==> src/rtl/regfile_write_buffer.sv <==
// Write-side buffer for the 32x32 register file: in-order FIFO of pending writes,
// drained one per cycle to the write port, with two read-bypass lookups.
module regfile_write_buffer #(
  parameter int DEPTH  = 4,
  parameter int ADDR_W = 5,
  parameter int DATA_W = 32
) (
  input  logic                       clk,
  input  logic                       reset,
  input  logic                       in_valid,
  output logic                       in_ready,
  input  logic [ADDR_W-1:0]          in_addr,
  input  logic [DATA_W-1:0]          in_data,
  input  logic                       drain_hold,
  output logic                       wr_en,
  output logic [ADDR_W-1:0]          wr_addr,
  output logic [DATA_W-1:0]          wr_data,
  input  logic [ADDR_W-1:0]          lk_addr_a,
  output logic                       lk_hit_a,
  output logic [DATA_W-1:0]          lk_data_a,
  input  logic [ADDR_W-1:0]          lk_addr_b,
  output logic                       lk_hit_b,
  output logic [DATA_W-1:0]          lk_data_b,
  output logic [$clog2(DEPTH):0]     count,
  output logic                       empty,
  output logic                       full
);

  localparam int PW = $clog2(DEPTH);
  localparam int CW = PW + 1;

  logic [PW-1:0]     head;
  logic [PW-1:0]     tail;
  logic [CW-1:0]     cnt;
  logic [DEPTH-1:0]  valid_q;
  logic [ADDR_W-1:0] addr_q [DEPTH];
  logic [DATA_W-1:0] data_q [DEPTH];
  logic              push;
  logic              pop;
  logic [PW-1:0]     idx;

  assign count    = cnt;
  assign empty    = (cnt == '0);
  assign full     = (cnt == CW'(DEPTH));
  assign in_ready = !full && !reset;
  assign wr_en    = !empty && !drain_hold && !reset;
  assign wr_addr  = empty ? '0 : addr_q[head];
  assign wr_data  = empty ? '0 : data_q[head];

  // Writes to register 0 complete the handshake but are never stored.
  assign push = in_valid && in_ready && (in_addr != '0);
  assign pop  = wr_en;

  always_ff @(posedge clk) begin
    if (reset) begin
      head    <= '0;
      tail    <= '0;
      cnt     <= '0;
      valid_q <= '0;
    end else begin
      if (push) begin
        valid_q[tail] <= 1'b1;
        tail          <= tail + 1'b1;
      end
      if (pop) begin
        valid_q[head] <= 1'b0;
        head          <= head + 1'b1;
      end
      case ({push, pop})
        2'b10:   cnt <= cnt + 1'b1;
        2'b01:   cnt <= cnt - 1'b1;
        default: cnt <= cnt;
      endcase
    end
  end

  always_ff @(posedge clk) begin
    if (push) begin
      addr_q[tail] <= in_addr;
      data_q[tail] <= in_data;
    end
  end

  // Walk oldest to youngest from head so a later match overrides an earlier one.
  always_comb begin
    lk_hit_a  = 1'b0;
    lk_data_a = '0;
    lk_hit_b  = 1'b0;
    lk_data_b = '0;
    idx       = '0;
    for (int unsigned i = 0; i < DEPTH; i++) begin
      idx = head + PW'(i);
      if (!reset && valid_q[idx] && (lk_addr_a != '0) && (addr_q[idx] == lk_addr_a)) begin
        lk_hit_a  = 1'b1;
        lk_data_a = data_q[idx];
      end
      if (!reset && valid_q[idx] && (lk_addr_b != '0) && (addr_q[idx] == lk_addr_b)) begin
        lk_hit_b  = 1'b1;
        lk_data_b = data_q[idx];
      end
    end
  end

endmodule

==> config.mk <==
export PLATFORM = sky130hd
export DESIGN_NAME = regfile_write_buffer
export DESIGN_NICKNAME = d
export VERILOG_FILES = /design/src/rtl/regfile_write_buffer.sv
export SDC_FILE = /design/constraint.sdc
export NUM_CORES = 1
export LEC_CHECK = 0
export ABC_AREA = 0
export BUFFER_PORTS_ARGS = -buffer_cell sky130_fd_sc_hd__buf_2
export CORE_MARGIN = 1
export CORE_UTILIZATION = 40
export CTS_CLUSTER_SIZE = 8
export DETAILED_ROUTE_END_ITERATION = 7
export PLACE_DENSITY = 0.7
export REMOVE_ABC_BUFFERS = 1
export SLEW_MARGIN = 20
export SYNTH_ARGS = -nofsm -noshare
export SYNTH_HDL_FRONTEND = slang
export SYNTH_SLANG_ARGS = --single-unit
==> constraint.sdc <==
create_clock -name clk -period 4.5 [get_ports clk]
set_input_delay 0.45 -clock clk [delete_from_list [all_inputs] [get_ports clk]]
set_output_delay 0.45 -clock clk [all_outputs]
set_load 0.01 [all_outputs]
; Yosys cells after proc, flatten, opt, wreduce, memory -nomap -nowiden
; Memory sizes are Yosys's and may differ from the RTL's. A register that Yosys moved wholly into a read port is not among the register bits.
; Index checks and enable logic that the tools add are counted.
[word_totals]
mem_bits_rw = 148
mem_count = 2
ff_bits = 11
out_inout_bits = 110
inputBits = 51
word_cells = 109
[op_classes]
order_cmp = 7
bitwise = 3
n_addsub = 6
muxes = 40
eq_ne = 11
reduce_logical = 36
[memory_table]
columns = name, words, width, read_ports, rd_ports_with_merged_regs, write_ports, line
row1 = data_q, 4, 32, 4, 1, 1, 37  ; logic [DATA_W-1:0] data_q [DEPTH];
row2 = addr_q, 4, 5, 4, 1, 1, 36  ; logic [ADDR_W-1:0] addr_q [DEPTH];
[op_table]
columns = op, n
row1 = 32-bit 2-to-1 mux, 9
row2 = 5-bit equality test, 8
row3 = 1-bit logical AND, 27
row4 = 1-bit 2-to-1 mux, 16
row5 = 2-bit by 3-bit < comparator with 1-bit output (second input constant), 5
row6 = 5-bit nonzero test, 3
row7 = 4-bit 2-to-1 mux, 3
row8 = 1-bit binary-select mux with 2-bit select, 4
row9 = 2-bit 2-to-1 mux, 4
row10 = 3-bit case mux with 2 select lines, 1
row11 = 5-bit 2-to-1 mux, 1
row12 = 2-bit by 1-bit adder with 2-bit output (second input constant), 2
row13 = 2-bit adder (second input constant), 2
row14 = 4-bit AND, 1
row15 = 1-bit demux with 2-bit select, 2
row16 = 2-bit by 1-bit >= comparator with 1-bit output (second input constant), 2
row17 = 1-bit logical NOT, 4
row18 = 4-bit NOT, 1
row19 = 4-bit bitwise OR, 1
row20 = 3-bit by 1-bit adder with 3-bit output (second input constant), 1
row21 = 3-bit equality test (second input constant), 1
row22 = 3-bit logical NOT, 1
row23 = 3-bit by 1-bit subtractor with 3-bit output (second input constant), 1
row24 = 2-bit by 1-bit equality test with 1-bit output (second input constant), 1
row25 = other kinds (2), 2

; Depth between registers and ports, before layout
[logic_depth]
ltp_word = 9
ltp_mapped = 17
depth_no_buf = 10

; Least setup slack after synthesis
; Ideal clock, no wire load.
[synth_timing]
path_kind = flip-flop to output port
startpoint = register head[0]
endpoint = output port lk_data_a[28]
required_time_ps = 4050
arrival_ps = 3841
stages_incl_launch_ff = 18
path_buffers = 9
slack_ps = 209
cell_sequence = dfxtp_1 -> buf_6 -> buf_6 -> buf_6 -> clkbuf_1 -> buf_2 -> inv_1 -> ha_1 -> buf_6 -> mux4_2 -> xor2_1 -> or3_1 -> buf_2 -> buf_6 -> buf_4 -> nor3b_1 -> a31oi_1 -> a211oi_1
[synth_between]
word_cells_on_any_way = 32
cone_classes = add/sub (3) / eq/ne (3) / mux (12) / reduce/logical (12) / memory (2)
[synth_rtl]
columns = element, line
row1 = from (decl), 32  ; logic [PW-1:0] head;
row2 = from (signal assigned), 67  ; head <= head + 1'b1;
row3 = 2-bit adder (*), 92  ; idx = head + PW'(i);
row4 = net idx[0], 40  ; logic [PW-1:0] idx;
row5 = branches (longest 5 deep; another with memory 4 x 5 bit), n/a
row6 = 32-bit 2-to-1 mux (*), 93  ; if (!reset && valid_q[idx] && (lk_addr_a != '0) && (addr_q[idx] == lk_addr_a)) begin
row7 = to (decl), 20  ; output logic [DATA_W-1:0] lk_data_a,
; Mark *: on every way through the listed nets, which the timed path passes. The select of a mux whose other input is x is not followed.

; Worst setup path in the final report
[layout_timing]
startpoint = register head[1]
endpoint = output port lk_data_a[24]
[layout_between]
elab_chain_len = 9
word_cells_on_any_way = 32
cone_classes = add/sub (3) / eq/ne (3) / mux (12) / reduce/logical (12) / memory (2)
[layout_rtl]
columns = element, line
row1 = branches (longest 8 deep; another with memory 4 x 5 bit), n/a
row2 = 32-bit 2-to-1 mux (*), 93
; Mark *: on every way between the ends. The select of a mux whose other input is x is not followed.

==> flow_metrics.env <==
export IMPL_die_h_um=174.0
export IMPL_antenna_found_initial=5
export IMPL_synthFlopType="edfxtp_1"
export IMPL_period_share_pct=94.31
export IMPL_fmax_mhz=235.6
export IMPL_synth_area_um2=11830
export IMPL_place_area_um2=13000
export IMPL_start_util_pct=40.88
export IMPL_clkSinkCount=161
export IMPL_vias=9364
export IMPL_vias_per_cell=6.449
export IMPL_whs_path_depth=1
export IMPL_drt_met1_wl_um=13330
export IMPL_area_delta_synth_final_pct=16.22
export IMPL_path_clk_slew_ns=0.08
export IMPL_syn_instance_count=916
export IMPL_drtPass1Iterations=6
export IMPL_criticalPathCategory="flip-flop to output pin"
export IMPL_cts_tree="done"
export IMPL_vdd_drop_max_v=0.0002888
export IMPL_status="finished, final reports clean"
export IMPL_skew_ns=0.01349
export IMPL_synth_edf_count=148
export IMPL_die_area_um2=30260
export IMPL_leakagePower_nw=4.605
export IMPL_crit_path_end_kind="output pin"
export IMPL_relSlewSlack_pct=30.67
export IMPL_core_area_um2=28940
export IMPL_setup_viol=0
export IMPL_synthArstFlopShare_pct=0
export IMPL_grt_pass1_wl_um=54860
export IMPL_wl_met3_um=3665
export IMPL_cts_max_level=4
export IMPL_power_mw=4.264
export IMPL_ant_nets=0
export IMPL_design_area_um2=13750
export IMPL_max_slew_worst_pin_slew_ns=1.040
export IMPL_drc=0
export IMPL_grt_pass1_vias=9371
export IMPL_hpwl_um=23970
export IMPL_wl_um=36010
export IMPL_tritoncts_num_buffers=17
export IMPL_slew_viol_final=0
export IMPL_ctsHoldBuffers=0
export IMPL_cts_root_buffer="clkbuf_16"
export IMPL_cp_arrival_ns=3.79
export IMPL_clock_latency_ns=0.44
export IMPL_required_ns=4.05
export IMPL_routed_top_layer="met5"
export IMPL_drive_gt1_share_pct=41.93
export IMPL_clock_path_buffers=2
export IMPL_synth_area_per_cell_um2=12.91
export IMPL_crit_start="head[1]"
export IMPL_tns_ns=0
export IMPL_r2r_end="data_q[2][4]"
export IMPL_grt_ovfl_total=0
export IMPL_ys_seq_elements=161
export IMPL_hold_class="input port to flip-flop"
export IMPL_yosysSeqAreaShare_pct=39.77
export IMPL_fin_crit_ns=4.244
export IMPL_drt_initial_drc_count=894
export IMPL_r2r_slack_ns=1.97
export IMPL_die_x_um=174.0
export IMPL_rr_worst_depth=5
export IMPL_critPathLaunchType="flip-flop"
export IMPL_cellPowerDensity_nw_per_um2=310.2
export IMPL_worstHoldEndpoint="data_q[2][25]"
export IMPL_yosys_warnings=0
export IMPL_grt_setup_unrepaired="no"
export IMPL_max_cap_viol_count=0
export IMPL_grt_max_degree=59
export IMPL_port_buffers=160
export IMPL_crit_fanout=41
export IMPL_routabilityCongestion=0.8956
export IMPL_rows=62
export IMPL_hold_viol_final=0
export IMPL_dr_wl_met2_um=17560
export IMPL_io_pins=161
export IMPL_rr_startpoint="count[0]"
export IMPL_post_drt_wl_per_cell_um=24.80
export IMPL_fin_nets=1114
export IMPL_track_usage_pct=23.90
export IMPL_min_from="in_data[25]"
export IMPL_synth_cell_type_count=55
-- routing by layer --
| layer | vias to the layer above | GRT usage (%) |
|---|---|---|
| li1 | 3973 | - |
| met1 | 4645 | 30.18 |
| met2 | 630 | 39.57 |
| met3 | 112 | 4.593 |
| met4 | 4 | 11.40 |
| met5 | - | 0 |
-- cell usage after synthesis, drive strengths merged (2+ instances only) --
cell type  instances  area (um2)
a2111oi            7       67.56
a211oi            29       307.8
a21oi             23       115.1
a221oi             7       61.31
a31oi             23       143.9
and2               6       37.54
buf               61       371.6
clkbuf            32       121.4
dfxtp             13       260.3
edfxtp           148        4444
ha                 9       112.6
inv               15       56.30
mux2               9       101.4
mux2i             34       340.3
mux4             132        2973
nand2             35       131.4
nand2b             4       25.02
nand3             26       135.1
nand4              6       43.79
nor2              62       240.2
nor2b             34       212.7
nor3              50       325.3
nor3b             23       172.7
nor4               6       65.06
o2111a             9       101.4
o211ai            22       165.2
o21ai             21       105.1
o221ai             2       17.52
o22ai              2       12.51
o2bb2ai            3       26.28
or3                7       43.79
or4                5       37.54
xnor2             25       219.0
xor2              18       157.7
-- cell type report --
type | count | area (um2)
antenna | 2 | 5.005
clock buffer | 17 | 425.4
clock inverter | 15 | 170.2
fill | 2543 | 15190
inverter | 16 | 60.06
multi-input combinational | 646 | 6670
sequential | 161 | 4712
tap | 384 | 480.5
timing repair buffer | 211 | 1224
-- sequential cells by signal, summed over array words and instances (netlist names), named ones only --
signal / count
count: 3
head: 2
tail: 2
data_q: 128
addr_q: 20
valid_q: 4
-- critical path, cell delays in order (launching register included) --
cell and delay [ns]:
dfxtp_2 0.33, buf_4 0.55, mux4_2 0.45, xnor2_1 0.23, nand4_1 0.22, or4_2 0.68, buf_4 0.32, nor3_1 0.28
nor3_1 0.13, buf_2 0.17
-- placed cells by master (no fill, tap or decap), drive strengths merged, types with 6 or more instances in the layout --
cell type,synthesis,final
a2111oi,7,7
a211oi,29,29
a21oi,23,23
a221oi,7,7
a31oi,23,23
and2,6,6
buf,61,211
clkbuf,32,17
clkinv,1,7
dfxtp,13,13
edfxtp,148,148
ha,9,9
inv,15,22
mux2,9,9
mux2i,34,34
mux4,132,132
nand2,35,35
nand3,26,26
nand4,6,6
nor2,62,62
nor2b,34,34
nor3,50,50
nor3b,23,23
nor4,6,6
o2111a,9,9
o211ai,22,22
o21ai,21,21
or3,7,7
xnor2,25,25
xor2,18,18
-- power breakdown --
group	total, mW	switching [mW]	internal [mW]
clock	1.43	0.684	0.744
sequential	1.71	0.0359	1.68
combinational	1.12	0.613	0.510
total	4.26	1.33	2.93
-- what timing repair did --
action                     CTS  global route
setup buffers                0            10
resized for setup            4            13
pin swaps                    1             3
gates cloned                 0             0
setup endpoints to repair   13            34
-- worst max-delay path by stage --
stage	to	cells past startpoint
final	lk_data_a[24]	9
after global routing	lk_data_a[24]	9
after CTS	lk_data_a[17]	10
after detailed placement	lk_data_a[29]	11
after global placement	lk_data_a[30]	10
after floorplan	lk_data_b[0]	8
-- metrics by stage --
stage	hold slack (ns)	worst slack [ns]	util [%]	instances
2_1_floorplan	0.4985	-5.915	-	823
3_5_place_dp	0.5276	0.4008	44.94	1408
4_1_cts	0.2073	0.04018	47.07	1440
6_report	0.2210	0.2561	47.51	1452
3_3_place_gp	0.5121	0.4656	44.94	1408
5_1_grt	0.2162	0.1205	47.50	1451
-- kinds of logic after synthesis --
family	Yosys count	share of synthesized area, %
mux	175	28.87
buf+inv	109	4.675
xor+xnor	43	3.184
simple gates	267	12.61
compound gates	151	9.774
fa+ha+maj	10	1.121
flops	161	39.77
Power figures use the tool's default switching activity.
